==> config.mk <==
export PLATFORM = sky130hd
export DESIGN_NAME = booth_signed_multiplier_seq
export DESIGN_NICKNAME = d
export VERILOG_FILES = /design/src/rtl/mult_pkg.sv /design/src/rtl/booth_radix2_step.sv /design/src/rtl/booth_signed_multiplier_seq.sv
export SDC_FILE = /design/constraint.sdc
export NUM_CORES = 1
export LEC_CHECK = 0
export ABC_AREA = 1
export BUFFER_PORTS_ARGS = -buffer_cell sky130_fd_sc_hd__clkbuf_2
export CAP_MARGIN = 15
export CORE_ASPECT_RATIO = 0.5
export CORE_UTILIZATION = 60
export CTS_CLUSTER_SIZE = 25
export DETAILED_ROUTE_END_ITERATION = 7
export PLACE_DENSITY = 0.92
export SETUP_SLACK_MARGIN = 0.4
export SYNTH_ARGS = -nofsm -noshare
export SYNTH_HDL_FRONTEND = slang
export SYNTH_SLANG_ARGS = --single-unit
==> constraint.sdc <==
create_clock -name clk -period 7 [get_ports clk]
set_clock_uncertainty 0.2 [all_clocks]
set_input_delay 1.05 -clock clk [delete_from_list [all_inputs] [get_ports clk]]
set_output_delay 1.05 -clock clk [all_outputs]
set_load 0.05 [all_outputs]
==> src/rtl/mult_pkg.sv <==
// Shared types for the sequential Booth multiplier: FSM states and radix-2 Booth recoding.
package mult_pkg;

    typedef enum logic [1:0] {IDLE, BUSY, DONE} mult_state_t;

    typedef enum logic [1:0] {BOOTH_NOP, BOOTH_ADD, BOOTH_SUB} booth_op_t;

    // {P_lo[0], q_-1}: 01 starts a run of zeros (add), 10 starts a run of ones (subtract).
    function automatic booth_op_t booth_decode(input logic [1:0] pair);
        case (pair)
            2'b01:   return BOOTH_ADD;
            2'b10:   return BOOTH_SUB;
            default: return BOOTH_NOP;
        endcase
    endfunction

endpackage

==> src/rtl/booth_radix2_step.sv <==
// One radix-2 Booth iteration: conditional add/sub of the multiplicand into P_hi, then an
// arithmetic right shift of the whole {P_hi, P_lo, q_-1} register.
module booth_radix2_step
    import mult_pkg::*;
#(
    parameter int WIDTH = 8
) (
    input  logic signed [2*WIDTH+1:0] acc,
    input  logic signed [WIDTH-1:0]   a,
    output logic signed [2*WIDTH+1:0] acc_next
);

    logic signed [WIDTH:0] hi;
    logic signed [WIDTH:0] a_ext;
    logic signed [WIDTH:0] hi_sum;

    assign hi    = acc[2*WIDTH+1:WIDTH+1];
    assign a_ext = {a[WIDTH-1], a};

    always_comb begin
        hi_sum = hi;
        case (booth_decode(acc[1:0]))
            BOOTH_ADD: hi_sum = hi + a_ext;
            BOOTH_SUB: hi_sum = hi - a_ext;
            default:   hi_sum = hi;
        endcase
    end

    // P_hi carries one guard bit, so negating -2^(W-1) stays representable before the shift.
    assign acc_next = $signed({hi_sum, acc[WIDTH:0]}) >>> 1;

endmodule

==> src/rtl/booth_signed_multiplier_seq.sv <==
// Multi-cycle signed WIDTH x WIDTH multiplier, one Booth partial product per clock,
// with valid/ready handshakes on operand and product sides.
module booth_signed_multiplier_seq
    import mult_pkg::*;
#(
    parameter int WIDTH = 8
) (
    input  logic                      clk,
    input  logic                      rst,
    input  logic                      in_valid,
    output logic                      in_ready,
    input  logic signed [WIDTH-1:0]   A,
    input  logic signed [WIDTH-1:0]   B,
    output logic                      out_valid,
    input  logic                      out_ready,
    output logic signed [2*WIDTH-1:0] product
);

    localparam int CNT_W = $clog2(WIDTH);

    mult_state_t               state;
    logic [CNT_W-1:0]          cnt;
    logic                      loaded;
    logic signed [WIDTH-1:0]   a_q;
    logic signed [WIDTH-1:0]   b_q;
    logic signed [2*WIDTH+1:0] acc;
    logic signed [2*WIDTH+1:0] acc_next;

    booth_radix2_step #(.WIDTH(WIDTH)) u_step (
        .acc      (acc),
        .a        (a_q),
        .acc_next (acc_next)
    );

    assign in_ready  = (state == IDLE);
    assign out_valid = (state == DONE);

    // The first BUSY cycle only seeds the datapath from the captured multiplier; the
    // WIDTH Booth steps follow, giving WIDTH+1 clocks from accept to out_valid.
    always_ff @(posedge clk) begin
        if (rst) begin
            state   <= IDLE;
            cnt     <= '0;
            loaded  <= 1'b0;
            product <= '0;
        end else begin
            case (state)
                IDLE: begin
                    if (in_valid) begin
                        a_q    <= A;
                        b_q    <= B;
                        cnt    <= CNT_W'(WIDTH - 1);
                        loaded <= 1'b0;
                        state  <= BUSY;
                    end
                end
                BUSY: begin
                    if (!loaded) begin
                        acc    <= {{(WIDTH + 1){1'b0}}, b_q, 1'b0};
                        loaded <= 1'b1;
                    end else begin
                        acc <= acc_next;
                        if (cnt == '0) begin
                            product <= acc_next[2*WIDTH:1];
                            state   <= DONE;
                        end else begin
                            cnt <= cnt - CNT_W'(1);
                        end
                    end
                end
                DONE: begin
                    if (out_ready) state <= IDLE;
                end
                default: state <= IDLE;
            endcase
        end
    end

endmodule
# Yosys cells after proc, flatten, opt, wreduce, memory -nomap -nowiden
# Index checks and enable logic that the tools add are counted.
# word_totals
reg_bits	55
mem_bits_rw	0
n_memories	0
latch_bits	0
output_inout_bits	18
romBits	0
# classes
multipliers	0
bitwise_logic	1
order_cmp	0
mux	14
shifts	0
addsub	3
n_eq_ne	11
reduce_logical	9
div	0
# ops
op	n
$pmux W9 S2	1
$add A8 B8 Y9	1
$mux W3	3
$mux W9	1
$sub A8 B8 Y9	1
$mux W2	4
$ne A2 B2 Y1 const B	4
$reduce_and A4 Y1	2
$eq A2 B1 Y1 const B	3
$eq A2 B2 Y1 const B	3
$pmux W2 S3	1
$pmux W3 S2	1
$reduce_and A3 Y1	2
$pmux W2 S2	1
$reduce_and A2 Y1	2
$logic_not A3 Y1	1
$sub A3 B1 Y3 const B	1
$logic_not A2 Y1	1
$ne A2 B1 Y1 const B	1
$pmux W1 S2	1
$reduce_bool A2 Y1	1
$mux W1	1
$not A1 Y1	1

# Depth between registers and ports, before layout
# logic_depth
word_depth	5
depth_mapped	19
depth_no_buf	19

# By module
# A second synthesis with hierarchy kept.
# hier_totals
hier_cells	343
area_unflattened_um2	2870.3
# by_module_without_submodules
mod	instances	area_per_inst_um2	cells_each
booth_signed_multiplier_seq	1	2119.5	205
booth_radix2_step	1	750.7	138

# Worst setup path after synthesis
# Ideal clock, no wire load.
# synth_timing
path_type	register -> register
startpoint	register a_q[0]
endpoint	register acc[16] (data pin)
slack_ns	4.359
t_arrival_ns	2.171
required_time_ns	6.530
path_stages_with_launch	18
setup_time_ns	0.270
synth_period_minus_slack_ns	2.641
cell_sequence	edfxtp_1 > inv_1 > ha_1 > inv_1 > nor2_1 > nand2_1 > o31ai_1 > xnor2_1 > inv_1 > ha_1 > nand2_1 > inv_1 > a21oi_1 > nand2_1 > nand2_1 > nand3_1 > nand2_1 > a21oi_1
# synth_via
elab_chain_len	2
elab_cells_between_ends	3
cone_classes	2 x add/sub; 1 x mux
# synth_rtl
item	line_no	text
start: declaration	booth_signed_multiplier_seq.sv:24	logic signed [WIDTH-1:0] a_q;
start signal: assignment	booth_signed_multiplier_seq.sv:50	a_q <= A;
$sub A8 B8 Y9 / $add A8 B8 Y9 (equally long branches)	booth_radix2_step.sv:24, booth_radix2_step.sv:23	
$pmux W9 S2 (*)	booth_radix2_step.sv:22	case (booth_decode(acc[1:0]))
end signal: assignment	booth_signed_multiplier_seq.sv:59	acc <= {{(WIDTH + 1){1'b0}}, b_q, 1'b0};
end signal: assignment	booth_signed_multiplier_seq.sv:62	acc <= acc_next;
end: declaration	booth_signed_multiplier_seq.sv:26	logic signed [2*WIDTH+1:0] acc;
# Mark *: on every way between the ends. The rest lies on a longest branch, timed or not.
# A chain may end at the register's enable or synchronous reset.

# Worst setup path in the final report
# Ends and elaborated chain as after synthesis.

==> out/qor.yml <==
logic_synthesis:
  ys.flop_type: "edfxtp_1"
  synth_enable_flop_cells: 33
  syn_area_sq_mm: 0.002753
  yosysTopAreaCell: "edfxtp_1"
  syn_avg_cell_area_sq_um: 8.823
  syn_inst: 312
  yosys_warnings: 0
  synth_top_area_share_pct: 36.00
  syn_nets: 345
  yosysSeqAreaShare_pct: 52.00
  synthArstFlopShare_pct: 0
  ys_ff_latch: 55
  synth_cell_type_count: 36
  synth_area_leaders: "edfxtp_1 (36%), dfxtp_1 (16%), nand2_1 (11%)"
setup_path:
  crit_fanout: 4
  crit_top_cell: "nand2_1"
  crit_path_top_delay_cell: "edfxtp_1"
  critPathKind: "flip-flop to flip-flop"
  r2r-start: "a_q[0]"
  crit_path_start: "a_q[0]"
  crit_path_cell_trace: "inv_1 > ha_1 > inv_1 > nor2_1 > nand2_1 > o31ai_1 > xnor2_1 > inv_1 > ha_1 > nand2_1 > inv_1 > a21oi_1 > nand2_1 > nand2_1 > nand3_1 > nand2_1 > a21oi_1"
  cp_data_arrival_time_ns: 2.94
  end_kind: "flip-flop"
  cp_data_required_time_ns: 6.87
  cpPeakStageDelay_ns: 0.40
  crit_path_start_kind: "flip-flop"
clock_tree:
  cts_setup_buffers: 0
  clock_sinks: 55
  htree_levels: 2
  cts_tree: "built"
  clkTransAtPathRegs_ns: 0.10
  ctsResizeCount: 0
  numCtsBuffers: 5
  clk_latency_ns: 0.31
  hold_buffers: 0
  clockBufferDepth: 2
  ctsRootBufferMaster: "clkbuf_8"
floorplan:
  pin_count: 38
  num_rows: 16
  die_area_sq_mm: 0.004879
  core_area_sq_mm: 0.004144
  die_x_um: 97.79
  die_h_um: 49.90
  start_util_pct: 66.43
timing:
  setup_viol: 0
  max_freq_mhz: 325.9
  whs_ns: 0.2876
  timing_worst_slew_pin_value_ns: 0.6558
  rsz0062_at_grt: "no"
  finalHoldViolCount: 0
  slew_violations: 0
  max_slew_margin_pct: 56.12
  worst_slack_ns: 3.931
  tns_ns: 0
  fin_crit_sh_pct: 43.84
  fin_crit_ns: 3.069
detailed_routing:
  num_vias: 2243
  drtIter0Drc: 105
  routedWlPerCell_um: 13.99
  route.met3.wl_um: 444
  ant_nets: 0
  met1_length_um: 2321
  dr.pass1.iters: 4
  dr.max_layer_used: "met4"
  drc: 0
  routed_wl_um: 5681
  wl_met2_um: 2823
  via_per_inst: 5.525
cells_and_area:
  final_layout_size_suffix_gt1_share_pct: 16.48
  insertedDiodeCount: 0
  n_fill_cell: 278
  finalNetCount: 384
  area_growth_pct: 11.32
  seq_area_sq_mm: 0.001431
  multi_input_area_sq_mm: 0.001085
grt:
  grt_pass1_wl_um: 9342
  grt_max_degree: 26
  antenna_found_initial: 0
  overflow: 0
  grt_pass1_vias: 2213
  grt_usage_pct: 25.02
placed_design:
  dp_slack_ns: 4.052
  post-dp-hpwl_um: 4170
  gp_routability_congestion: 0.8815
  port_buffers: 37
power:
  pwr-share-seq_pct: 47.1
  swShare_pct: 36.73
  p_sw_uw: 324.5
  pwr-share-comb_pct: 32.6
  internal_power_uw: 559.1
  power.leakage_uw: 0.001446
  power.density_mw_per_mm2: 288.4
  ir_drop_mv: 0.1670
  clockPowerShare_pct: 20.4
min_path:
  hold_start: "product[1]"
  hold_path_class: "flip-flop to flip-flop"
run:
  drv_cap: 0
status:
  status: "completed"
kinds of logic after synthesis:
| logic type | share of synthesized area (%) |
|---|---|
| AO/OA/AOI/OAI | 9.773 |
| multiplexers | 0.3637 |
| flip-flops | 52.00 |
| XOR/XNOR | 2.227 |
| buffers and inverters | 8.591 |
| AND/OR/NAND/NOR | 20.86 |
| adder cells (fa/ha/maj) | 6.182 |
through the flow:
step	total power (uW)	cells	util [%]	instance area, sq um
global route	931.3	406	73.94	3064
finish	883.6	406	73.94	3064
detailed placement	700.9	398	71.77	2974
CTS	879.0	406	73.94	3064
floorplan	634.9	312	-	2753
global placement	682.0	398	71.77	2974
worst paths after layout:
check | end | cells past startpoint | slack [ns]
max | acc[16] | 17 | 3.93
min | product[1] | 2 | 0.29
max reg2reg | acc[16] | 17 | 3.93
min reg2reg | product[1] | 2 | 0.29
registers in the layout (all words and copies together) (netlist names):
name / flops
a_q: 8
acc: 17
b_q: 8
cnt: 3
loaded: 1
product: 16
state: 2
area by class of cell:
| cell class | instances | share of cell area, % |
|---|---|---|
| sequential | 55 | 46.71 |
| clock buffer | 6 | 2.368 |
| multi-input combinational | 203 | 35.40 |
| clock inverter | 2 | 0.5717 |
| inverter | 47 | 6.207 |
| timing repair buffer | 39 | 6.533 |
| tap | 54 | 2.205 |
layer usage:
| layer | vias up | GRT usage (%) |
|---|---|---|
| li1 | 1092 | - |
| met1 | 1049 | 27.94 |
| met2 | 86 | 46.81 |
| met3 | 16 | 7.092 |
| met4 | 0 | 8.081 |
| met5 | - | 0 |
synth_stat cells (2+ instances only):
cell type,instances
nand4_1,2
buf_6,2
o22ai_1,2
clkbuf_1,3
inv_2,2
xnor2_1,3
edfxtp_1,33
nor2_1,29
xor2_1,4
a31oi_1,3
nand2_1,83
a211oi_2,2
a21oi_1,20
nand3_1,15
inv_1,44
o21ai_0,13
dfxtp_1,22
ha_1,12
critical path: cells and delay by family, from the launching register on:
family | cells | cell delay [ns]
buf+inv | 4 | 0.26
compound gates | 3 | 0.55
flops | 1 | 0.40
fa+ha+maj | 2 | 0.49
simple gates | 7 | 0.77
xor+xnor | 1 | 0.16
cell usage in the layout, fill, tap and decap left out, types with 2 or more instances in the layout:
master	instances
inv_2	2
inv_1	44
clkbuf_8	5
edfxtp_1	33
o22ai_1	2
nand4_1	2
a31oi_1	3
nand3_1	15
o21ai_0	13
clkbuf_2	37
xnor2_1	3
nand2_1	83
buf_4	2
nor2_1	29
xor2_1	4
a211oi_2	2
ha_1	12
dfxtp_1	22
a21oi_1	20
power groups by stage:
stage | Clock (uW) | Sequential, uW | Combinational (uW)
final | 180 | 416 | 288
after global routing | 192 | 420 | 319
after CTS | 179 | 415 | 284
after detailed placement | 0 | 422 | 278
after global placement | 0 | 420 | 262
after floorplan | 0 | 428 | 207
Note: power is estimated with default switching activity, not from simulation.
